$ cat config.mk
export PLATFORM = sky130hd
export DESIGN_NAME = tag_alloc_ctrl_flat
export DESIGN_NICKNAME = d
export VERILOG_FILES = /design/src/rtl/tag_alloc_ctrl_if.sv /design/src/rtl/tag_alloc_ctrl.sv /design/src/flat_wrapper.sv
export SDC_FILE = /design/constraint.sdc
export NUM_CORES = 1
export LEC_CHECK = 0
export CAP_MARGIN = 10
export CORE_MARGIN = 4
export CORE_UTILIZATION = 44
export CTS_CLUSTER_SIZE = 10
export DETAILED_ROUTE_END_ITERATION = 10
export GPL_TIMING_DRIVEN = 0
export PLACE_DENSITY = 0.8
export SYNTH_ARGS = -nofsm -noshare
export SYNTH_HDL_FRONTEND = slang
export SYNTH_SLANG_ARGS = --single-unit
$ cat constraint.sdc
create_clock -name CLK -period 2.85 [get_ports CLK]
set_input_delay 0.57 -clock CLK [delete_from_list [all_inputs] [get_ports CLK]]
set_output_delay 0.57 -clock CLK [all_outputs]
set_load 0.05 [all_outputs]
$ cat src/rtl/tag_alloc_ctrl_if.sv
// rtl/tag_alloc_ctrl_if.sv - alloc/free/flush handshake between a requester and the tag allocator
interface tag_alloc_ctrl_if #(
    parameter int DW = 8,
    parameter int AW = 3
);
    logic          alloc_valid;
    logic          alloc_ready;
    logic [AW-1:0] alloc_tag;
    logic          free_valid;
    logic [AW-1:0] free_tag;
    logic          flush;

    modport master (
        output alloc_valid, free_valid, free_tag, flush,
        input  alloc_ready, alloc_tag
    );

    modport slave (
        input  alloc_valid, free_valid, free_tag, flush,
        output alloc_ready, alloc_tag
    );
endinterface

$ cat src/rtl/tag_alloc_ctrl.sv
// rtl/tag_alloc_ctrl.sv - slot tag allocator with busy tracking and set/reset pulses for a mirrored flop vector
module tag_alloc_ctrl #(
    parameter int DW = 8,
    parameter int AW = 3
) (
    input  logic                CLK,
    input  logic                RST,
    tag_alloc_ctrl_if.slave     bus,
    output logic [DW-1:0]       busy,
    output logic [DW-1:0]       set_out,
    output logic [DW-1:0]       rst_out,
    output logic [AW:0]         cnt,
    output logic                full,
    output logic                empty,
    output logic                err_dblfree
);
    localparam logic [AW:0]   FULL_CNT = (AW+1)'(DW);
    localparam logic [DW-1:0] ONE      = {{(DW-1){1'b0}}, 1'b1};

    logic [DW-1:0] busy_q, busy_d;
    logic [AW:0]   cnt_q, cnt_d;
    logic          full_q, empty_q, err_q, err_d;
    logic [AW-1:0] free_slot;
    logic          fire_alloc, fire_free;

    // Lowest-index free slot; stays 0 when every slot is busy.
    always_comb begin
        logic found;
        free_slot = '0;
        found     = 1'b0;
        for (int i = 0; i < DW; i++) begin
            if (!found && !busy_q[i]) begin
                free_slot = i[AW-1:0];
                found     = 1'b1;
            end
        end
    end

    assign bus.alloc_ready = ~full_q & ~bus.flush;
    assign bus.alloc_tag   = free_slot;

    assign fire_alloc = bus.alloc_valid & ~full_q & ~bus.flush & ~RST;
    assign fire_free  = bus.free_valid & ~bus.flush & busy_q[bus.free_tag] & ~RST;

    always_comb begin
        set_out = '0;
        rst_out = '0;
        if (!RST) begin
            if (bus.flush) begin
                rst_out = busy_q;
            end else begin
                if (fire_alloc) set_out = ONE << free_slot;
                if (fire_free)  rst_out = ONE << bus.free_tag;
            end
        end
    end

    always_comb begin
        busy_d = busy_q;
        cnt_d  = cnt_q;
        err_d  = err_q;
        if (bus.flush) begin
            busy_d = '0;
            cnt_d  = '0;
        end else begin
            busy_d = (busy_q | set_out) & ~rst_out;
            cnt_d  = cnt_q + {{AW{1'b0}}, fire_alloc} - {{AW{1'b0}}, fire_free};
            if (bus.free_valid && !busy_q[bus.free_tag]) err_d = 1'b1;
        end
    end

    always_ff @(posedge CLK) begin
        if (RST) begin
            busy_q  <= '0;
            cnt_q   <= '0;
            full_q  <= 1'b0;
            empty_q <= 1'b1;
            err_q   <= 1'b0;
        end else begin
            busy_q  <= busy_d;
            cnt_q   <= cnt_d;
            full_q  <= (cnt_d == FULL_CNT);
            empty_q <= (cnt_d == '0);
            err_q   <= err_d;
        end
    end

    assign busy        = busy_q;
    assign cnt         = cnt_q;
    assign full        = full_q;
    assign empty       = empty_q;
    assign err_dblfree = err_q;
endmodule

$ cat src/flat_wrapper.sv
// flat-port wrapper written by rule: the top's interface ports become plain ports
module tag_alloc_ctrl_flat 
#(
    parameter int DW = 8,
    parameter int AW = 3
)
  (CLK, RST, busy, set_out, rst_out, cnt, full, empty, err_dblfree, bus_alloc_valid, bus_free_valid, bus_free_tag, bus_flush, bus_alloc_ready, bus_alloc_tag);
  tag_alloc_ctrl_if #(.DW(DW), .AW(AW)) bus_i ();
  input  logic CLK;
  input  logic RST;
  output logic [DW-1:0] busy;
  output logic [DW-1:0] set_out;
  output logic [DW-1:0] rst_out;
  output logic [AW:0] cnt;
  output logic full;
  output logic empty;
  output logic err_dblfree;
  input wire logic [$bits(bus_i.alloc_valid)-1:0] bus_alloc_valid;
  input wire logic [$bits(bus_i.free_valid)-1:0] bus_free_valid;
  input wire logic [$bits(bus_i.free_tag)-1:0] bus_free_tag;
  input wire logic [$bits(bus_i.flush)-1:0] bus_flush;
  output wire logic [$bits(bus_i.alloc_ready)-1:0] bus_alloc_ready;
  output wire logic [$bits(bus_i.alloc_tag)-1:0] bus_alloc_tag;
  assign bus_i.alloc_valid = bus_alloc_valid;
  assign bus_i.free_valid = bus_free_valid;
  assign bus_i.free_tag = bus_free_tag;
  assign bus_i.flush = bus_flush;
  assign bus_alloc_ready = bus_i.alloc_ready;
  assign bus_alloc_tag = bus_i.alloc_tag;
  tag_alloc_ctrl #(.DW(DW), .AW(AW)) u_core (.CLK(CLK), .RST(RST), .bus(bus_i), .busy(busy), .set_out(set_out), .rst_out(rst_out), .cnt(cnt), .full(full), .empty(empty), .err_dblfree(err_dblfree));
endmodule
==> impl_metrics.csv <==
group,metric,value,unit
final_layout,fin_util,0.686,
critical_path,critical-path-max-stage-delay,550,ps
routing,routed_via_density,6.04,
routing,vias,1366,
routing,wl_per_cell,17.1,um
critical_path,crit_path_end_kind,"output pin",
final_layout,layout.cells.non_filler,226,
timing,fin_crit_sh,1.00,
synth,synth_top_area_frac,0.262,
clock_network,cts_buffer_depth,2,
grt,antenna_found_initial,0,
floorplanning,dieHeight,59.0,um
outcome,status,"finished, violations left",
floorplanning,io_pins,43,
clock_network,cts_root_buf,"clkbuf_4",
placed_design,place.gp.congestion,0.957,
synth,synth_seq_area_share,0.262,
synth,syn_area,0.00114,mm2
routing,drc_errors,0,
power,p_total,479,uW
final_layout,fillers,205,
run,drv_cap,0,
outcome,violations,"setup timing",
critical_path,required,2280,ps
power,power_switching,162,uW
power,p_clk_frac,0.277,
routing,drt-initial-drc-count,102,
power,p_int,316,uW
timing,hold_viol_final,0,
synth,async_flop_share,0,
synth,synthFlopType,"dfxtp_1",
synth,synth_top_area_cell,"dfxtp_1",
final_layout,drive_above_1_share,0.260,
timing,relSlewSlack,0.643,
clock_network,ctsHtreeMaxLevel,1,
routing,drt-pass1-iter-count,4,
critical_path,worstSetupPathType,"in -> out",
timing,worstMarginPinSlew,533,ps
placed_design,dp_slack,-736,ps
final_layout,seqCellArea,300,um2
power,pwr-share-comb,0.268,
timing,fmax,350,MHz
floorplanning,start_util,0.462,
clock_network,clock_latency,300,ps
final_layout,multi_input_area,774,um2
final_layout,synthToLayoutAreaGrowth,48.4,%
placed_design,portBuffers,41,
routing,routed_wl,3.87,mm
final_layout,final_cell_mix,"clkdlybuf4s50_1, dfxtp_1, nand2_1",
power,swShare,0.339,
critical_path,cp_top_family,"buffers and inverters",
power,pwr-share-seq,0.456,
timing,hold_ws,529,ps
grt,grt_use_total,0.224,
synth,netlist_instances,142,
synth,synth-edff-count,0,
critical_path,cp_data_arrival_time,2290,ps
worst_hold_path,hp-class,"reg -> reg",
grt,grt_pass1_vias,1289,
floorplanning,die_x,59.0,um
critical_path,crit_chain,"clkdlybuf4s50_1 > nor2b_1 > and4_1 > buf_2 > a32o_1 > clkdlybuf4s18_2",
synth,yosys_warnings,0,
power,p_leak,0.743,nW
floorplanning,coreArea,0.00248,mm2
timing,setup_viol,2,
grt,grt_max_degree,11,
power,worst_ir_drop_vdd,0.000241,V
clock_network,clk_pin_slew,100,ps
timing,setup_ws,-6.72,ps
synth,synth_cell_types,49,
synth,synth_seq_cells,15,
final_layout,finalNetCount,210,
synth,syn_nets,155,
power,p_per_area,282,mW/mm2
routing,antenna_left,0,
grt,grt_pass1_wl,6.00,mm
critical_path,critical-path-slowest-cell,"clkdlybuf4s50_1",
clock_network,cts_tree,"built",
timing,clock_skew,7.11,ps
clock_network,cts_made_buffers,3,
final_layout,final_common_cell,"clkdlybuf4s50_1",
floorplanning,num_rows,18,
critical_path,worstPathMaxFanout,6,
floorplanning,die-area,0.00348,mm2
synth,synth.area.top_cells,"dfxtp_1, a21oi_1, ha_1",
timing,period_minus_slack,2860,ps
synth,syn_avg_cell_area,8.06,um2
final_layout,antenna_cells,0,
timing,drv_slew,0,
critical_path,path_buf_inv,3,
grt,grt_overflow_total,0,
critical_path,critPathLaunchType,"primary input",
clock_network,numClockSinks,15,
placed_design,numPlacedInstances,213,
placed_design,hpwl,2.70,mm
repair_timing:
action	4_1_cts	5_1_grt
pin swaps	2	2
hold buffers	0	0
setup endpoints to repair	22	18
resized for setup	71	15
buffers inserted	3	6
cloned	0	0
registers in the layout, summed over array words and instances, names as in the netlist:
name,count
u_core.busy,8
u_core.cnt,4
u_core.empty,1
u_core.err_dblfree,1
u_core.full,1
stage by stage:
| step | TNS, ps | cell area [um2] |
|---|---|---|
| after CTS | -32.1 | 1640 |
| after global placement | -10790 | 1600 |
| after detailed placement | -11160 | 1600 |
| after global routing | -170 | 1700 |
| after floorplan | -171 | 1150 |
| final | -13.1 | 1700 |
synth_stat cells, types with 2 or more instances:
master    number
a31oi_1        3
a311oi_1       2
nand4_1        3
a32o_1         2
mux2i_1        3
nand3_1        7
dfxtp_1       15
ha_1           4
and3_1         2
nor2b_1        3
a21oi_1       10
buf_6          3
o21ai_0        3
and2_1         4
nand2_1       13
and4_1         2
clkbuf_4       2
nor2_1        12
inv_1         11
a211oi_1       3
nor3b_1        2
nor3_1         3
clkbuf_1       4
worst paths after layout:
| kind | from | end | slack (ps) | depth (start not counted) |
|---|---|---|---|---|
| setup reg to reg | u_core.busy[5] | u_core.full | 270 | 11 |
| hold / removal | u_core.err_dblfree | u_core.err_dblfree | 530 | 1 |
| hold reg to reg | u_core.err_dblfree | u_core.err_dblfree | 530 | 1 |
| setup / recovery | bus_free_valid | rst_out[1] | -7 | 6 |
cells by family (layout without fill, tap and decap cells):
| family | count (synthesis) | count (layout) | synth area share |
|---|---|---|---|
| AND/OR/NAND/NOR | 57 | 57 | 0.285 |
| AO/OA/AOI/OAI | 38 | 38 | 0.249 |
| buffers and inverters | 22 | 76 | 0.101 |
| flip-flops | 15 | 15 | 0.262 |
| adder cells (fa/ha/maj) | 5 | 5 | 0.0612 |
| multiplexers | 3 | 3 | 0.0262 |
| XOR/XNOR | 2 | 2 | 0.0153 |
power groups by stage:
stage	Sequential [mW]	Combinational (mW)	Clock (mW)
after detailed placement	0.223	0.113	0
after global placement	0.223	0.111	0
final	0.218	0.128	0.132
after CTS	0.218	0.118	0.134
after global routing	0.219	0.136	0.145
after floorplan	0.241	0.0555	0
routing by layer:
metal	vias to the layer above	track usage	share of wire
met1	637	0.277	0.38
met5	-	0	0
met2	90	0.382	0.49
met4	0	0.0809	0.027
li1	627	-	-
met3	12	0.0458	0.10
final cells by class:
class,instances,share of cell area
clock buffers,3,0.0133
plain buffers,11,0.0442
clock inverters,1,0.00442
well taps,30,0.0221
multi-input cells,105,0.456
inverters,11,0.0243
flip-flops and latches,15,0.177
repair buffers,50,0.259
(Power assumes the default switching activity.)
